**config.mk**
```make
export PLATFORM = sky130hd
export DESIGN_NAME = adder_fp_multicycle
export DESIGN_NICKNAME = d
export VERILOG_FILES = /design/src/rtl/adder_fp_multicycle.sv
export SDC_FILE = /design/constraint.sdc
export NUM_CORES = 1
export LEC_CHECK = 0
export CAP_MARGIN = 25
export CORE_MARGIN = 2
export CORE_UTILIZATION = 40
export DETAILED_ROUTE_END_ITERATION = 10
export GPL_TIMING_DRIVEN = 0
export RECOVER_POWER = 50
export SYNTH_ARGS = -nofsm -noshare
export SYNTH_HDL_FRONTEND = slang
export SYNTH_SLANG_ARGS = --single-unit
```
**constraint.sdc**
```tcl
create_clock -name clk -period 6.4 [get_ports clk]
set_input_delay 0.96 -clock clk [delete_from_list [all_inputs] [get_ports clk]]
set_output_delay 0.96 -clock clk [all_outputs]
set_load 0.01 [all_outputs]
```
**src/rtl/adder_fp_multicycle.sv**
```systemverilog
// Multi-cycle IEEE-754 add/subtract with round-to-nearest-even and one operation in flight.
// Define ADDER_FP_SUBNORMAL_EN for gradual underflow; otherwise subnormals flush to signed zero.
module adder_fp_multicycle #(
   parameter int EXP_W  = 8,
   parameter int FRAC_W = 23,
   localparam int W     = 1 + EXP_W + FRAC_W
) (
   input  logic         clk,
   input  logic         rst_n,
   input  logic         in_valid,
   output logic         in_ready,
   input  logic [W-1:0] a,
   input  logic [W-1:0] b,
   input  logic [1:0]   selector,
   output logic         out_valid,
   input  logic         out_ready,
   output logic [W-1:0] result,
   output logic         zero,
   output logic         overflow,
   output logic         invalid
);

   localparam int M    = FRAC_W + 1;
   localparam int SH_W = $clog2(M + 4);
   localparam logic [EXP_W-1:0] EXP_ONES = '1;
   localparam logic [EXP_W-1:0] MAX_SH   = EXP_W'(FRAC_W + 3);
   localparam logic [W-1:0]     QNAN     = {1'b0, EXP_ONES, 1'b1, {(FRAC_W-1){1'b0}}};

   typedef enum logic [2:0] {
      S_IDLE, S_UNPACK, S_ALIGN, S_ADD, S_NORM, S_ROUND, S_DONE
   } state_e;

   typedef struct packed {
      logic             sign;
      logic [EXP_W-1:0] exp;
      logic [M-1:0]     mant;
   } opnd_t;

   function automatic opnd_t unpack(input logic [W-1:0] x, input logic flip);
      opnd_t             o;
      logic [EXP_W-1:0]  e;
      logic [FRAC_W-1:0] f;
      e      = x[W-2:FRAC_W];
      f      = x[FRAC_W-1:0];
      o.sign = x[W-1] ^ flip;
`ifdef ADDER_FP_SUBNORMAL_EN
      o.exp  = (e == '0) ? EXP_W'(1) : e;
      o.mant = {(e != '0), f};
`else
      o.exp  = e;
      o.mant = (e == '0) ? '0 : {1'b1, f};
`endif
      return o;
   endfunction

   function automatic logic [SH_W-1:0] lead_zeros(input logic [M+2:0] v);
      logic [SH_W-1:0] n;
      n = SH_W'(M + 3);
      for (int i = 0; i < M + 3; i++) begin
         if (v[i]) n = SH_W'(M + 2 - i);
      end
      return n;
   endfunction

   state_e         state_q, state_d;
   logic [W-1:0]   a_q, a_d, b_q, b_d;
   logic [1:0]     sel_q, sel_d;
   opnd_t          opa_q, opa_d, opb_q, opb_d;
   logic           spec_q, spec_d;
   logic [W-1:0]   word_q, word_d;
   logic           inv_q, inv_d, ovf_q, ovf_d;
   logic           sign_q, sign_d, sub_q, sub_d, zres_q, zres_d;
   logic [EXP_W:0] exp_q, exp_d;
   logic [M+3:0]   mant_q, mant_d;
   logic [M+2:0]   small_q, small_d;
   logic [W-1:0]   result_q, result_d;
   logic           zero_q, zero_d, overflow_q, overflow_d, invalid_q, invalid_d;
   logic           out_valid_q, out_valid_d;

   // Unpack: field split and classification of the latched operands.
   opnd_t ua, ub;
   logic  a_nan, b_nan, a_inf, b_inf;

   assign ua    = unpack(a_q, 1'b0);
   assign ub    = unpack(b_q, sel_q[0]);
   assign a_nan = (a_q[W-2:FRAC_W] == EXP_ONES) && (a_q[FRAC_W-1:0] != '0);
   assign b_nan = (b_q[W-2:FRAC_W] == EXP_ONES) && (b_q[FRAC_W-1:0] != '0);
   assign a_inf = (a_q[W-2:FRAC_W] == EXP_ONES) && (a_q[FRAC_W-1:0] == '0);
   assign b_inf = (b_q[W-2:FRAC_W] == EXP_ONES) && (b_q[FRAC_W-1:0] == '0);

   // Align: larger magnitude first, smaller shifted right with guard/round/sticky.
   logic             a_big;
   opnd_t            big, sml;
   logic [EXP_W-1:0] diff;
   logic [SH_W-1:0]  sh_amt;
   logic [M+2:0]     ext_sml, sh_mask, aligned;
   logic             sticky;

   assign a_big   = {opa_q.exp, opa_q.mant} >= {opb_q.exp, opb_q.mant};
   assign big     = a_big ? opa_q : opb_q;
   assign sml     = a_big ? opb_q : opa_q;
   assign diff    = big.exp - sml.exp;
   assign sh_amt  = (diff > MAX_SH) ? MAX_SH[SH_W-1:0] : diff[SH_W-1:0];
   assign ext_sml = {sml.mant, 3'b000};
   assign sh_mask = ~({(M+3){1'b1}} << sh_amt);
   assign sticky  = |(ext_sml & sh_mask);
   assign aligned = (ext_sml >> sh_amt) | {{(M+2){1'b0}}, sticky};

   // Normalise: leading-zero count over everything below the carry bit.
   logic [SH_W-1:0] lzc;
   logic [EXP_W:0]  lzc_x;

   assign lzc   = lead_zeros(mant_q[M+2:0]);
   assign lzc_x = (EXP_W+1)'(lzc);

   // Round: mant_q = {carry, hidden, fraction, G, R, S}.
   logic           rnd_up;
   logic [M:0]     rnd;
   logic [M-1:0]   sig_r;
   logic [EXP_W:0] exp_r;

   assign rnd_up = mant_q[2] & (mant_q[1] | mant_q[0] | mant_q[3]);
   assign rnd    = {1'b0, mant_q[M+2:3]} + (M+1)'(rnd_up);
   assign sig_r  = rnd[M] ? rnd[M:1] : rnd[M-1:0];
   assign exp_r  = rnd[M] ? exp_q + (EXP_W+1)'(1) : exp_q;

   always_comb begin
      // NOTE: every _d takes its _q value first, so no branch can leave one unassigned (no latches).
      state_d     = state_q;
      a_d         = a_q;
      b_d         = b_q;
      sel_d       = sel_q;
      opa_d       = opa_q;
      opb_d       = opb_q;
      spec_d      = spec_q;
      word_d      = word_q;
      inv_d       = inv_q;
      ovf_d       = ovf_q;
      sign_d      = sign_q;
      sub_d       = sub_q;
      zres_d      = zres_q;
      exp_d       = exp_q;
      mant_d      = mant_q;
      small_d     = small_q;
      result_d    = result_q;
      zero_d      = zero_q;
      overflow_d  = overflow_q;
      invalid_d   = invalid_q;
      out_valid_d = out_valid_q;

      case (state_q)
         S_IDLE: begin
            if (in_valid) begin
               a_d     = a;
               b_d     = b;
               sel_d   = selector;
               state_d = S_UNPACK;
            end
         end
         S_UNPACK: begin
            opa_d   = ua;
            opb_d   = ub;
            inv_d   = 1'b0;
            ovf_d   = 1'b0;
            spec_d  = 1'b1;
            state_d = S_ALIGN;
            if (a_nan || b_nan || (a_inf && b_inf && (ua.sign != ub.sign))) begin
               word_d = QNAN;
               inv_d  = 1'b1;
            end else if (a_inf) begin
               word_d = {ua.sign, EXP_ONES, {FRAC_W{1'b0}}};
            end else if (b_inf) begin
               word_d = {ub.sign, EXP_ONES, {FRAC_W{1'b0}}};
            end else begin
               spec_d = 1'b0;
            end
         end
         S_ALIGN: begin
            if (spec_q) begin
               state_d = S_DONE;
            end else begin
               sign_d  = big.sign;
               sub_d   = big.sign ^ sml.sign;
               exp_d   = {1'b0, big.exp};
               mant_d  = {1'b0, big.mant, 3'b000};
               small_d = aligned;
               zres_d  = 1'b0;
               state_d = S_ADD;
            end
         end
         S_ADD: begin
            mant_d  = sub_q ? mant_q - {1'b0, small_q} : mant_q + {1'b0, small_q};
            state_d = S_NORM;
         end
         S_NORM: begin
            state_d = S_ROUND;
            if (mant_q[M+3]) begin
               mant_d = {1'b0, mant_q[M+3:2], mant_q[1] | mant_q[0]};
               exp_d  = exp_q + (EXP_W+1)'(1);
            end else if (mant_q == '0) begin
               // Exact cancellation rounds to +0; only -0 + -0 keeps the minus sign.
               zres_d = 1'b1;
               sign_d = sub_q ? 1'b0 : sign_q;
            end else if (lzc_x >= exp_q) begin
`ifdef ADDER_FP_SUBNORMAL_EN
               mant_d = mant_q << (exp_q - (EXP_W+1)'(1));
               exp_d  = (EXP_W+1)'(1);
`else
               zres_d = 1'b1;
`endif
            end else begin
               mant_d = mant_q << lzc;
               exp_d  = exp_q - lzc_x;
            end
         end
         S_ROUND: begin
            state_d = S_DONE;
            if (zres_q) begin
               word_d = {sign_q, {(W-1){1'b0}}};
            end else if (exp_r >= {1'b0, EXP_ONES}) begin
               word_d = {sign_q, EXP_ONES, {FRAC_W{1'b0}}};
               ovf_d  = 1'b1;
            end else begin
               // A clear hidden bit at exponent 1 is a subnormal, encoded with exponent field 0.
               word_d = {sign_q, (sig_r[M-1] ? exp_r[EXP_W-1:0] : {EXP_W{1'b0}}), sig_r[M-2:0]};
            end
         end
         S_DONE: begin
            // First DONE cycle loads the output register; afterwards it holds until accepted.
            if (!out_valid_q) begin
               result_d    = {word_q[W-1] ^ (sel_q[1] & ~inv_q), word_q[W-2:0]};
               zero_d      = (word_q[W-2:0] == '0);
               overflow_d  = ovf_q;
               invalid_d   = inv_q;
               out_valid_d = 1'b1;
            end else if (out_ready) begin
               out_valid_d = 1'b0;
               state_d     = S_IDLE;
            end
         end
         default: state_d = S_IDLE;
      endcase
   end

   always_ff @(posedge clk or negedge rst_n) begin
      if (!rst_n) begin
         state_q     <= S_IDLE;
         a_q         <= '0;
         b_q         <= '0;
         sel_q       <= '0;
         opa_q       <= '0;
         opb_q       <= '0;
         spec_q      <= 1'b0;
         word_q      <= '0;
         inv_q       <= 1'b0;
         ovf_q       <= 1'b0;
         sign_q      <= 1'b0;
         sub_q       <= 1'b0;
         zres_q      <= 1'b0;
         exp_q       <= '0;
         mant_q      <= '0;
         small_q     <= '0;
         result_q    <= '0;
         zero_q      <= 1'b0;
         overflow_q  <= 1'b0;
         invalid_q   <= 1'b0;
         out_valid_q <= 1'b0;
      end else begin
         // NOTE: non-blocking only, so every register samples the same pre-edge values.
         state_q     <= state_d;
         a_q         <= a_d;
         b_q         <= b_d;
         sel_q       <= sel_d;
         opa_q       <= opa_d;
         opb_q       <= opb_d;
         spec_q      <= spec_d;
         word_q      <= word_d;
         inv_q       <= inv_d;
         ovf_q       <= ovf_d;
         sign_q      <= sign_d;
         sub_q       <= sub_d;
         zres_q      <= zres_d;
         exp_q       <= exp_d;
         mant_q      <= mant_d;
         small_q     <= small_d;
         result_q    <= result_d;
         zero_q      <= zero_d;
         overflow_q  <= overflow_d;
         invalid_q   <= invalid_d;
         out_valid_q <= out_valid_d;
      end
   end

   assign in_ready  = (state_q == S_IDLE);
   assign out_valid = out_valid_q;
   assign result    = result_q;
   assign zero      = zero_q;
   assign overflow  = overflow_q;
   assign invalid   = invalid_q;

endmodule
```
==> impl_results.md, run 1 <==
- Synth warn: 0
- ANT nets after route: 0
- Placed inst area: 20890 um^2
- Routed len/inst: 23.80 um
- HPWL Detailed: 54140 um
- Vias: 17.48k
- CP Launch Type: flop
- Ratio of final minimum period to clock period: between 90% and 100%
- Register area share after synthesis: 35.96%
- Final hold slack: 503.8 ps
- Setup crit start: opa_q[5]$_DFFE_PN0N_
- Synth Flop Type: dfrtp_1
- Post-synthesis cell type count: 90
- Met2 GRT Util: 45.49%
- Antenna violations before repair: 0
- Final setup viols: 0
- Via-to-Cell Ratio: 6.086
- Global routing met3 resource utilization: 3.817%
- Worst slew margin: -139.5%
- Detailed Route Iter0 Violations: about 1.8k
- Clock Path Buffers: 3
- Row cnt: 79
- Max-Cap Viols: 1
- Final net count: 2382
- Pre-antenna DRT Iters: 6
- Wirelength, routed: 68350 um
- Failing checks: max-capacitance violations, max-slew violations
- Chip height: 221.9 um
- Share of layout cells above drive strength 1: 12.76%
- Hold Violations, Final: 0
- Crit path required time: 6830 ps
- Synth area leader: dfrtp_1
- Critical path peak fanout: 19
- GR peak layer: met2
- Most area-consuming cells after synthesis: dfrtp_1, mux2_2, mux2i_1
- Slowest CP cell: a311oi_1
- Global-route wire length before repair: 105000 um
- Average size of a mapped cell: 9.103 um^2
- Setup CP Type: reg -> reg
- Crit Reg-Reg Startpoint: opa_q[5]$_DFFE_PN0N_
- Internal reg-to-reg setup slack: 210 ps
- Async SR Flop Fraction: between 90% and 100%
- CP cell instances: ha_1 > a2111oi_1 > o21ai_1 > a2111oi_2 > o21a_1 > a21o_1 > buf_6 > buf_8 > buf_4 > a22oi_1 > ha_1 > a311oi_2 > nor3_1 > o31a_1 > a2111oi_4 > buf_4 > nor4_4 > buf_4 > buf_4 > a21boi_0 > or2_2 > a311oi_1 > mux2_2 > a221oi_2
- Die area: 49260 um^2
- Syn nets: 2227
- # clock sinks: 273
- Setup Skew: between 20 and 25 ps
- CP arrival: 6630 ps
- # diodes: 0
- CP peak stage delay: roughly 500 ps
- Worst-Skew Late Latency: ~600 ps
- Worst setup EP type: flop
- Hold Crit Class: reg -> reg
- Min Clock Period, post-route: 6193 ps
- EDFF count, synth: 0
- Die extent in x: 221.9 um
- Final count of pins violating max slew: 61
- CTS Root Cell: clkbuf_16
- Total placed cells including tap cells: 2805
- Total track usage: 27.37%
- Most frequent CP cell: buf_4
- Residual DRC count: 0
- Number of global-route vias before repair: 17.08k
- P&R area growth vs syn: 16.88%
- Slew @ Worst Pin: 3592 ps
- Fin cells: 2872
- H-tree depth: 1
- Fmax: 0.1615 GHz
- Largest net degree at the start of global routing: roughly 110
- Flops & latches, synth: 273
- Crit path capture: small_q[0]$_DFFE_PN0P_
- CTS tree: done
- Met1 Track Usage GR: 36.76%
- Status: complete, but fails checks
- GPL Wtd Cong: 1.016
- Reg-to-Reg End: small_q[0]$_DFFE_PN0P_
- Starting Density: 40.63%
- Grt total ovfl: 0
- Mapped cell area: 19000 um^2
- Clock transition at the registers of the reported paths: 60 ps
- Cts hold-fix bufs: 0
- Port buffer count: 106
- Top cell type's share of synthesized area: 35.96%
- Core area: between 40000 and 50000 um^2
- Io pins: 107
- Post-route cell area: 22210 um^2
- Mapped Cells: 2087
- Reg2Reg Depth: 24
- TritonCTS Buffers: 31
through the flow:
stage          setup slack, ps  TNS (ps)  utilization (%)
4_1_cts                  7.067         0            47.07
2_1_floorplan            643.5         0                -
5_1_grt                 -13.55    -13.55            47.49
6_report                 206.8         0            47.49
3_5_place_dp             -1348    -37820            44.69
3_3_place_gp             -7371  -2028950            44.53
per-layer routing:
| layer | routed length [um] | vias to the layer above |
|---|---|---|
| li1 | - | 8069 |
| met2 | 32080 | 600 |
| met5 | 0 | - |
| met3 | 3948 | 139 |
| met4 | 2341 | 0 |
| met1 | 29980 | 8670 |
repair_timing:
| item | in CTS | in global routing |
|---|---|---|
| gates resized for setup | 15 | 45 |
| pin swaps | 2 | 8 |
| endpoints found under the setup margin | 55 | 51 |
| setup buffers | 2 | 13 |
placed cells by master, fill, tap and decap left out, types with 11 or more instances in the layout:
cell type / synthesis / layout
nand4_1: 24 / 24
mux2_2: 135 / 135
o21ai_0: 111 / 110
xor2_1: 24 / 23
o221ai_1: 12 / 12
nor4_1: 38 / 38
nor2_1: 165 / 164
dfrtp_1: 273 / 271
clkbuf_16: 0 / 31
buf_2: 11 / 13
a222oi_1: 23 / 23
clkdlybuf4s50_1: 0 / 105
clkbuf_2: 0 / 11
nor3_1: 42 / 40
o31ai_1: 13 / 13
buf_4: 3 / 19
mux2i_1: 126 / 123
a21o_1: 19 / 19
ha_1: 68 / 68
inv_1: 71 / 71
o211ai_1: 16 / 16
clkbuf_1: 112 / 104
nand3_1: 40 / 39
a21oi_1: 136 / 135
a31oi_1: 28 / 25
a211oi_1: 17 / 16
nand2b_1: 21 / 21
xnor2_1: 62 / 62
and2_1: 11 / 11
a22o_1: 62 / 62
nand2_1: 209 / 209
and3_1: 13 / 13
state kept, by name, indices dropped and copies added (netlist names), 2 cells and up:
register / flops
exp_q: 9
word_q: 32
opb_q: 33
sel_q: 2
a_q: 32
opa_q: 33
result: 32
state_q: 3
b_q: 32
mant_q: 28
small_q: 27
worst min path at each step:
stage          cells after the start                   start  slack (ps)                      to
3_3_place_gp                       1    sel_q[1]$_DFFE_PN0P_         480    sel_q[1]$_DFFE_PN0P_
4_1_cts                            1                   rst_n         320  word_q[12]$_DFFE_PN0P_
2_1_floorplan                      2  word_q[16]$_DFFE_PN0P_         460  word_q[16]$_DFFE_PN0P_
3_5_place_dp                       1    sel_q[1]$_DFFE_PN0P_         490    sel_q[1]$_DFFE_PN0P_
5_1_grt                            1     invalid$_DFFE_PN0P_         520     invalid$_DFFE_PN0P_
6_report                           1   result[8]$_DFFE_PN0P_         500   result[8]$_DFFE_PN0P_
cells in the mapped netlist (11+ instances only):
| master | instances |
|---|---|
| dfrtp_1 | 273 |
| nand2_1 | 209 |
| nor2_1 | 165 |
| a21oi_1 | 136 |
| mux2_2 | 135 |
| mux2i_1 | 126 |
| clkbuf_1 | 112 |
| o21ai_0 | 111 |
| inv_1 | 71 |
| ha_1 | 68 |
| a22o_1 | 62 |
| xnor2_1 | 62 |
| nor3_1 | 42 |
| nand3_1 | 40 |
| nor4_1 | 38 |
| a31oi_1 | 28 |
| nand4_1 | 24 |
| xor2_1 | 24 |
| a222oi_1 | 23 |
| nand2b_1 | 21 |
| a21o_1 | 19 |
| a211oi_1 | 17 |
| o211ai_1 | 16 |
| and3_1 | 13 |
| o31ai_1 | 13 |
| o221ai_1 | 12 |
| and2_1 | 11 |
| buf_2 | 11 |
| o21ai_1 | 11 |
layout make-up:
class	count	area, um^2
fillers	4501	24550
well taps	607	759.5
multi-input cells	1605	11470
repair buffers	126	1237
flip-flops and latches	273	6834
plain buffers	134	585.6
inverters	71	266.5
clock inverters	15	198.9
clock buffers	41	853.3
kinds of logic (layout without fill, tap and decap cells):
group	after synthesis	after routing	share of synthesized area (%)
AO/OA/AOI/OAI	572	572	20.69
XOR/XNOR	86	86	3.965
adder cells (fa/ha/maj)	71	71	4.742
buffers and inverters	209	387	4.340
flip-flops	273	273	35.96
multiplexers	267	267	15.27
AND/OR/NAND/NOR	609	609	15.03
worst max-delay path, delay by kind of cell, from the launching register on:
| kind | cells | cell delay, ps |
|---|---|---|
| AO/OA/AOI/OAI | 12 | 3000 |
| adder cells (fa/ha/maj) | 2 | 600 |
| buffers and inverters | 6 | 1170 |
| flip-flops | 1 | 470 |
| multiplexers | 1 | 270 |
| AND/OR/NAND/NOR | 3 | 510 |
Power of run 1 is left out: the tool's default activity adds up to more than one toggle a clock period on the data nets, which glitch-free logic cannot reach.
==> run 2, diff against run 1 <==
--- a/config.mk
+++ b/config.mk
@@ -7,9 +7,11 @@
 export LEC_CHECK = 0
 export CAP_MARGIN = 25
 export CORE_MARGIN = 2
-export CORE_UTILIZATION = 40
+export CORE_UTILIZATION = 50
+export CTS_CLUSTER_DIAMETER = 200
 export DETAILED_ROUTE_END_ITERATION = 10
 export GPL_TIMING_DRIVEN = 0
+export PLACE_DENSITY = 0.69
 export RECOVER_POWER = 50
 export SYNTH_ARGS = -nofsm -noshare
 export SYNTH_HDL_FRONTEND = slang
==> constraint.sdc (replaced) <==
create_clock -name clk -period 6.4 [get_ports clk]
set_input_delay 0.64 -clock clk [delete_from_list [all_inputs] [get_ports clk]]
set_output_delay 0.64 -clock clk [all_outputs]
set_load 0.01 [all_outputs]
==> impl_results.md, run 2 (same netlist as run 1, synthesis figures left out) <==
- CTS Root Cell: clkbuf_16
- Chip height: 198.9 um (-10%)
- Worst-Skew Late Latency: 600 ps (about the same)
- Max-Cap Viols: 1 (unchanged)
- H-tree depth: 1 (unchanged)
- Starting Density: 50.56% (+9.9 points)
- Residual DRC count: 0 (unchanged)
- Wirelength, routed: 66020 um (-3.4%)
- Row cnt: 71 (-10%)
- Worst setup EP type: flop
- Clock transition at the registers of the reported paths: 70 ps (about the same)
- Total placed cells including tap cells: 2709 (-3.4%)
- Routed len/inst: 23.88 um (+0.33%)
- Share of layout cells above drive strength 1: 11.58% (-1.2 points)
- Final setup viols: 0 (unchanged)
- Largest net degree at the start of global routing: 115 (+0.88%)
- Critical path peak fanout: 11 (-8)
- CTS tree: done
- Total track usage: 33.48% (+6.1 points)
- Number of global-route vias before repair: 16.82k (-1.5%)
- Final hold slack: 499.4 ps (-4.457 ps)
- Clock Path Buffers: 3 (unchanged)
- P&R area growth vs syn: 15.01%
- Ratio of final minimum period to clock period: 96.59% (-0.18 points)
- Pre-antenna DRT Iters: 9 (+3)
- Hold path startpoint: result[7]$_DFFE_PN0P_
- Most frequent CP cell: o31ai_1
- Setup CP Type: reg -> reg
- Via-to-Cell Ratio: 6.326 (+3.9%)
- Crit Reg-Reg Startpoint: mant_q[4]$_DFFE_PN0P_
- HPWL Detailed: 52610 um (-2.8%)
- Antenna violations before repair: 0 (unchanged)
- Io pins: 107 (unchanged)
- WHS Path Cells: 1 (unchanged)
- Multi-input logic area: 11420 um^2 (-0.40%)
- Hold Violations, Final: 0 (unchanged)
- Reg-to-Reg End: mant_q[18]$_DFFE_PN0P_
- Most frequent cells in the layout: dfrtp_1, nand2_1, nor2_1, mux2_2, a21oi_1
- Reg2Reg Depth: 23 (-4.2%)
- Port buffer count: 106 (unchanged)
- Die extent in x: 198.9 um (-10%)
- Vias: 17.49k (+0.074%)
- Largest regs: opa_q (33), opb_q (33)
- FF+latch area: 6832 um^2 (about the same)
- Fillers: 3405 (-24%)
- Hold Crit Class: reg -> reg
- Core area: 37580 um^2 (-20%)
- TritonCTS Buffers: 30 (-3.2%)
- CP arrival: 6630 ps (about the same)
- Die area: 39570 um^2 (-20%)
- Final net count: 2373 (-0.38%)
- Fin cells: 2765 (-3.7%)
- Slew @ Worst Pin: 3798 ps (+206.1 ps)
- Failing checks: max-capacitance violations, max-slew violations
- Worst slew margin: -153.2% (-14 points)
- ANT nets after route: 0 (unchanged)
- Slowest CP cell: a222oi_1
- Final core occ: 58.15% (+11 points)
- Global-route wire length before repair: 100900 um (-3.9%)
- Fmax: 0.1618 GHz (+0.19%)
- Setup Skew: 20.01 ps (-2.141 ps)
- Internal reg-to-reg setup slack: 220 ps (about the same)
- CP Launch Type: flop
- Status: complete, but fails checks
- Final count of pins violating max slew: 157 (+160%)
- CP cell instances: clkbuf_1 > o31ai_1 > a211oi_1 > o31ai_1 > a211oi_1 > nor3_1 > o31ai_1 > o21ai_2 > clkbuf_2 > clkbuf_2 > ha_1 > a21o_1 > a21o_1 > a21oi_1 > o21bai_1 > o21ai_0 > a41o_1 > nand2_1 > o31ai_1 > buf_2 > clkbuf_2 > a222oi_1 > o221ai_1
- # diodes: 0 (unchanged)
- # clock sinks: 273 (unchanged)
- RSZ-0062 raised after global routing: false
- GPL Wtd Cong: 0.9978 (-1.8%)
- Min Clock Period, post-route: 6182 ps (-11.50 ps)
- Crit path required time: 6850 ps (+20 ps)
- CP peak stage delay: 490 ps (about the same)
- Detailed Route Iter0 Violations: 1831 (+0.44%)
- Grt total ovfl: 0 (unchanged)
- WHS Endpoint: result[7]$_DFFE_PN0P_
- Most common cell after layout, fill and taps aside: dfrtp_1
-- run 2: how the worst max path moves through the flow --
stage	from	end	slack, ps	depth (start not counted)
CTS	opb_q[5]$_DFFE_PN0N_	small_q[1]$_DFFE_PN0P_	2	24
global placement	rst_n	b_q[8]$_DFFE_PN0P_	-7060	1
finish	mant_q[4]$_DFFE_PN0P_	mant_q[18]$_DFFE_PN0P_	220	23
global route	opb_q[5]$_DFFE_PN0N_	small_q[0]$_DFFE_PN0P_	7	21
floorplan	opa_q[5]$_DFFE_PN0N_	small_q[11]$_DFFE_PN0P_	640	23
detailed placement	opb_q[5]$_DFFE_PN0N_	small_q[5]$_DFFE_PN0P_	-1310	24
-- run 2: what timing repair did --
action	in CTS	in global routing
buffers inserted	5	2
resized for setup	14	27
hold buffers	1	0
endpoints found under the hold margin	19	0
cloned	0	0
pin swaps	3	4
setup endpoints to repair	59	47
-- run 2: critical path, delay by kind of cell (launching register included) --
kind / cells / cell delay, ps
compound gates: 15 / 3310
fa+ha+maj: 1 / 370
buf+inv: 5 / 1500
flops: 1 / 480
simple gates: 2 / 340
-- run 2: cell type report --
cell class                 count  area share [%]
inverter                      71           1.220
multi-input combinational   1605           52.28
sequential                   273           31.27
timing repair buffer         119           5.343
clock inverter                10          0.6643
tap                          511           2.926
buffer                       133           2.594
clock buffer                  43           3.705
-- run 2: per-layer routing --
layer,vias up,wire (um),track usage [%]
met5,-,0,0
met4,0,2756,12.99
met3,162,4171,3.781
met2,713,31150,55.94
met1,8571,27940,44.55
li1,8045,-,-
-- run 2: stage by stage --
step	cell area [um^2]	setup TNS [ps]	worst slack, ps
after detailed placement	20770	-37840	-1314
after CTS	21820	0	1.989
after global placement	20700	-1947610	-7058
final	21850	0	218.3
after floorplan	19000	0	643.5
after global routing	21850	0	6.610
Power of run 2 is left out for the same reason.
==> run 3, diff against run 2 <==
--- a/config.mk
+++ b/config.mk
@@ -6,6 +6,7 @@
 export NUM_CORES = 1
 export LEC_CHECK = 0
 export CAP_MARGIN = 25
+export CORE_ASPECT_RATIO = 0.75
 export CORE_MARGIN = 2
 export CORE_UTILIZATION = 50
 export CTS_CLUSTER_DIAMETER = 200
==> impl_results.md, run 3 (same netlist as run 1, synthesis figures left out) <==
- Most frequent CP cell: buf_4
- DR WL met2: 26230 um (-16%)
- TritonCTS Buffers: 29 (-3.3%)
- Die extent in x: 229.1 um (+15%)
- Hold path startpoint: result[6]$_DFFE_PN0P_
- Cts hold-fix bufs: 0 (-1)
- Final net count: 2378 (+0.21%)
- Largest net degree at the start of global routing: 123 (+7.0%)
- Vias: 17.76k (+1.6%)
- Multi-input logic area: 11540 um^2 (+1.0%)
- Routed len/inst: 24.61 um (+3.1%)
- Worst setup EP type: flop
- Clock transition at the registers of the reported paths: 60 ps (about the same)
- Global-route wire length before repair: 104100 um (+3.2%)
- GPL Wtd Cong: 1.015 (+1.7%)
- Row cnt: 61 (-14%)
- Ratio of final minimum period to clock period: 96.63% (about the same)
- Port buffer count: 106 (unchanged)
- Worst slew margin: -154.8% (-1.6 points)
- Setup Skew: 32.80 ps (+12.79 ps)
- # clock sinks: 273 (unchanged)
- CP Launch Type: flop
- CP arrival: 6690 ps (+60 ps)
- Hold Crit Class: reg -> reg
- Most common cell after layout, fill and taps aside: dfrtp_1
- # diodes: 0 (unchanged)
- CP peak stage delay: 450 ps (-40 ps)
- Final worst setup slack: 215.6 ps (-2.746 ps)
- Final count of pins violating max slew: 154 (-1.9%)
- Antenna violations before repair: 0 (unchanged)
- Reg-to-Reg End: small_q[5]$_DFFE_PN0P_
- Residual DRC count: 0 (unchanged)
- CP Depth: 25 (+8.7%)
- Largest regs: opa_q (33), opb_q (33)
- Final hold slack: 497.3 ps (-2.111 ps)
- Final setup viols: 0 (unchanged)
- Slowest CP cell: dfrtp_1
- Worst-Skew Late Latency: 600 ps (about the same)
- Starting Density: 51.01% (+0.45 points)
- WHS Endpoint: result[6]$_DFFE_PN0P_
- Grt total ovfl: 0 (unchanged)
- H-tree depth: 1 (unchanged)
- Wirelength, routed: 67950 um (+2.9%)
- ANT nets after route: 0 (unchanged)
- Via-to-Cell Ratio: 6.434 (+1.7%)
- Setup CP Type: reg -> reg
- Min Clock Period, post-route: 6184 ps (+2.746 ps)
- Die area: 39590 um^2 (about the same)
- Worst path bufs/invs: 7 (+2)
- CTS tree: done
- DR top layer: met4
- Core area: 37250 um^2 (-0.88%)
- FF+latch area: 6832 um^2 (unchanged)
- M1 WL: 31660 um (+13%)
- Chip height: 172.8 um (-13%)
- Internal reg-to-reg setup slack: 220 ps (about the same)
- Fmax: 0.1617 GHz (about the same)
- Share of layout cells above drive strength 1: 12.67% (+1.1 points)
- Detailed Route Iter0 Violations: 2132 (+16%)
- WHS Path Cells: 1 (unchanged)
- Post-place setup slack: -1299 ps (+14.44 ps)
- Io pins: 107 (unchanged)
- Max-Cap Viols: 2 (+1)
- Pre-antenna DRT Iters: 6 (-3)
- Most frequent cells in the layout: dfrtp_1, nand2_1, nor2_1, mux2_2, a21oi_1
- Fillers: 3380 (-0.73%)
- Clock Path Buffers: 3 (unchanged)
- Critical path's top delay family: compound AO/OA/AOI/OAI gates
- Hold Violations, Final: 0 (unchanged)
- Total track usage: 33.81% (+0.33 points)
- CTS Root Cell: clkbuf_16
- Reg2Reg Depth: 25 (+8.7%)
- Status: complete, but fails checks
- Number of global-route vias before repair: 17.03k (+1.3%)
- Crit Reg-Reg Startpoint: opb_q[5]$_DFFE_PN0N_
- Slew @ Worst Pin: 3822 ps (+23.82 ps)
- P&R area growth vs syn: 15.66%
- Critical path peak fanout: 19 (+8)
- HPWL Detailed: 53940 um (+2.5%)
- Crit path required time: 6910 ps (+60 ps)
- Failing checks: max-capacitance violations, max-slew violations
- Met3 wire len: 8151 um (+95%)
[run 3: what timing repair did]
| action | 4_1_cts | 5_1_grt |
|---|---|---|
| setup endpoints to repair | 60 | 49 |
| setup buffers | 5 | 7 |
| resized for setup | 19 | 56 |
| pin swaps | 3 | 6 |
[run 3: how the worst max path moves through the flow]
stage	endpoint	slack [ps]	start
after floorplan	small_q[11]$_DFFE_PN0P_	640	opa_q[5]$_DFFE_PN0N_
after global placement	small_q[12]$_DFFE_PN0P_	-6840	rst_n
after detailed placement	small_q[2]$_DFFE_PN0P_	-1300	opb_q[5]$_DFFE_PN0N_
after CTS	small_q[5]$_DFFE_PN0P_	10	opb_q[5]$_DFFE_PN0N_
after global routing	small_q[8]$_DFFE_PN0P_	-20	opb_q[5]$_DFFE_PN0N_
final	small_q[5]$_DFFE_PN0P_	220	opb_q[5]$_DFFE_PN0N_
[run 3: area by class of cell]
| class | instances | area share (%) |
|---|---|---|
| Clock buffer | 41 | 3.781 |
| Clock inverter | 9 | 0.3815 |
| Timing Repair Buffer | 124 | 5.461 |
| Multi-Input combinational cell | 1605 | 52.51 |
| Tap cell | 504 | 2.870 |
| Sequential cell | 273 | 31.09 |
| Inverter | 71 | 1.213 |
| Buffer | 134 | 2.693 |
[run 3: metal layers]
metal  track usage (%)  vias to the layer above
met5                 0                        -
met4             8.523                        0
met3             8.922                       98
met2             45.72                      931
met1             52.71                     8692
li1                  -                     8043
[run 3: metrics by stage]
stage / TNS (ps) / std cells / util [%] / instance area, um^2
2_1_floorplan: 0 / 2087 / - / 19000
3_3_place_gp: -1901480 / 2697 / 55.55 / 20690
3_5_place_dp: -37410 / 2702 / 55.75 / 20760
4_1_cts: 0 / 2754 / 58.49 / 21790
5_1_grt: -43.04 / 2761 / 59.00 / 21970
6_report: 0 / 2761 / 59.00 / 21970
Power of run 3 is left out for the same reason.
==> edit (settings of run 1) <==
The option `ADDER_FP_SUBNORMAL_EN` is turned on by a define.
--- a/src/rtl/adder_fp_multicycle.sv
+++ b/src/rtl/adder_fp_multicycle.sv
@@ -2,2 +2,4 @@
 // Define ADDER_FP_SUBNORMAL_EN for gradual underflow; otherwise subnormals flush to signed zero.
+`define ADDER_FP_SUBNORMAL_EN
+
 module adder_fp_multicycle #(
Check against the original RTL: same outputs for any inputs over 4 cycles, from zero or initial values and one cycle with rst_n low; that may be too few to reach the edited logic, so the function may still have changed.
==> edit against run 1 <==
The flow still finishes with violations (max-capacitance violations, max-slew violations). Sequential cell count is the same. Area after synthesis up 4.5%. Setup slack got worse by 48 ps. Routed wire length increased by 15%. Largest cell class unchanged. Critical path depth down 1. Cell area up 4.7%.
Power is left out: the tool's default activity adds up to more than one toggle a clock period on the data nets, which glitch-free logic cannot reach.
==> edit: results (changes against run 1) <==
.. list-table::
   :header-rows: 1

   * - Metric
     - Value
   * - Outcome
     - finished, violations left (unchanged)
   * - Violated checks
     - max-capacitance violations, max-slew violations (unchanged)
   * - Detailed Routing Iterations Pass 1
     - 8 (was 6)
   * - Post-route minimum period
     - 6241 ps (was 6193 ps)
   * - Global router's overall resource usage
     - 30.72% (was 27.37%)
   * - Worst Hold Margin
     - 504.9 ps (was 503.8 ps)
   * - Ranking of synthesized cells by area
     - dfrtp_1 34%, mux2_2 8.8%, nand2_1 4.8% (was dfrtp_1 36%, mux2_2 8.0%, mux2i_1 6.6%)
   * - Max_cap viols
     - 1 (unchanged)
   * - Count of pins over their slew limit
     - 81 (was 61)
   * - Worst-Skew Late Latency
     - 560 ps (was 600 ps)
   * - Worst Hold Endpoint
     - invalid$_DFFE_PN0P_ (was result[8]$_DFFE_PN0P_)
   * - Number of DRC violations after detailed-routing iteration 0
     - 1788 (was 1823)
   * - Largest net degree at the start of global routing
     - 102 (was 114)
   * - Source of the critical timing path
     - mant_q[9]$_DFFE_PN0P_ (was opa_q[5]$_DFFE_PN0N_)
   * - Vias in the first global route
     - 19170 (was 17080)
   * - Mux contribution to synthesized area
     - 12.56% (was 15.27%)
   * - Global-route wire length before repair
     - 119900 um (was 105000 um)
   * - Compound-cell area share of the yosys netlist
     - 23.08% (was 20.69%)
   * - Total wire length after detailed routing
     - 78920 um (was 68350 um)
   * - Placed Cells
     - 3079 (was 2805)
   * - Arithmetic-cell share of the synthesized area counting full adders, half adders and majority gates
     - 4.552% (was 4.742%)
   * - Setup slack of the worst register-to-register path
     - 160 ps (was 210 ps)
   * - Data arrival time of the critical path
     - 6660 ps (was 6630 ps)
   * - Fraction of final layout cells with drive strength greater than 1
     - 12.22% (was 12.76%)
   * - CTS Buf Count
     - 34 (was 31)
   * - XOR/XNOR share of the synthesized area
     - 3.883% (was 3.965%)
   * - Capturing element of the worst setup path
     - mant_q[18]$_DFFE_PN0P_ (was small_q[0]$_DFFE_PN0P_)
   * - Count of vias placed by the detailed router
     - 19710 (was 17480)
   * - Number of standard cells after synthesis
     - 2306 (was 2087)
   * - Final setup skew
     - 30.26 ps (was 22.15 ps)
   * - Worst Path Max Fanout
     - 10 (was 19)
   * - Post-synthesis sequential area ratio
     - 34.42% (was 35.96%)
   * - Net count after synthesis
     - 2447 (was 2227)
   * - FF-to-FF path depth
     - 23 (was 24)
-- edit: cell count changes after synthesis, moves of 11 or more --
cell,delta
a21o_1,-18
nand3_1,+23
clkbuf_1,+23
nand2b_1,-11
a222oi_1,-20
nor2_1,+34
o21ai_0,+62
mux2_2,+20
and3_1,+17
a22o_1,-32
nand2_1,+47
mux2i_1,-67
a21oi_1,+40
-- edit: area by class of cell --
cell class,count,area (um2)
Buffer,155,635.6
Clock inverter,10,185.2
Clock buffer,50,1002
Fill cell,4763,25710
Tap cell,664,830.8
Timing Repair Buffer,122,1199
Multi-Input combinational cell,1806,12290
Inverter,71,270.3
Sequential cell,273,6832
-- edit: worst max-delay path, stage by stage, from the launching register on --
cell      delay (ps)
dfrtp_1          350
clkbuf_1         590
a211oi_1         110
o31ai_1          250
a21boi_0         130
o31a_1           310
o31ai_4          290
ha_1             300
nor2b_1          130
o21ai_0          230
a21oi_1          140
o21ai_0          250
nor2b_2          340
o21ai_1          220
o311ai_1         270
nand2_1          190
clkbuf_2         280
clkbuf_2         300
a211oi_1         280
a31oi_1          120
a21oi_1          320
o22ai_1          190
a221oi_1         410
a21oi_1           70
-- edit: layer usage --
layer	part of all wire (%)	routed length (um)	vias to the layer above	GRT usage [%]
met3	7.1	5606	239	4.535
met2	46	36170	918	50.15
met5	0	0	-	0
met4	5.1	4040	0	14.26
li1	-	-	8839	-
met1	42	33100	9716	40.07
-- edit: what timing repair did --
| item | in CTS | in global routing |
|---|---|---|
| endpoints found under the hold margin | 0 | 0 |
| setup buffers | 1 | 11 |
| pin swaps | 2 | 6 |
| resized for setup | 22 | 34 |
| setup endpoints to repair | 52 | 52 |
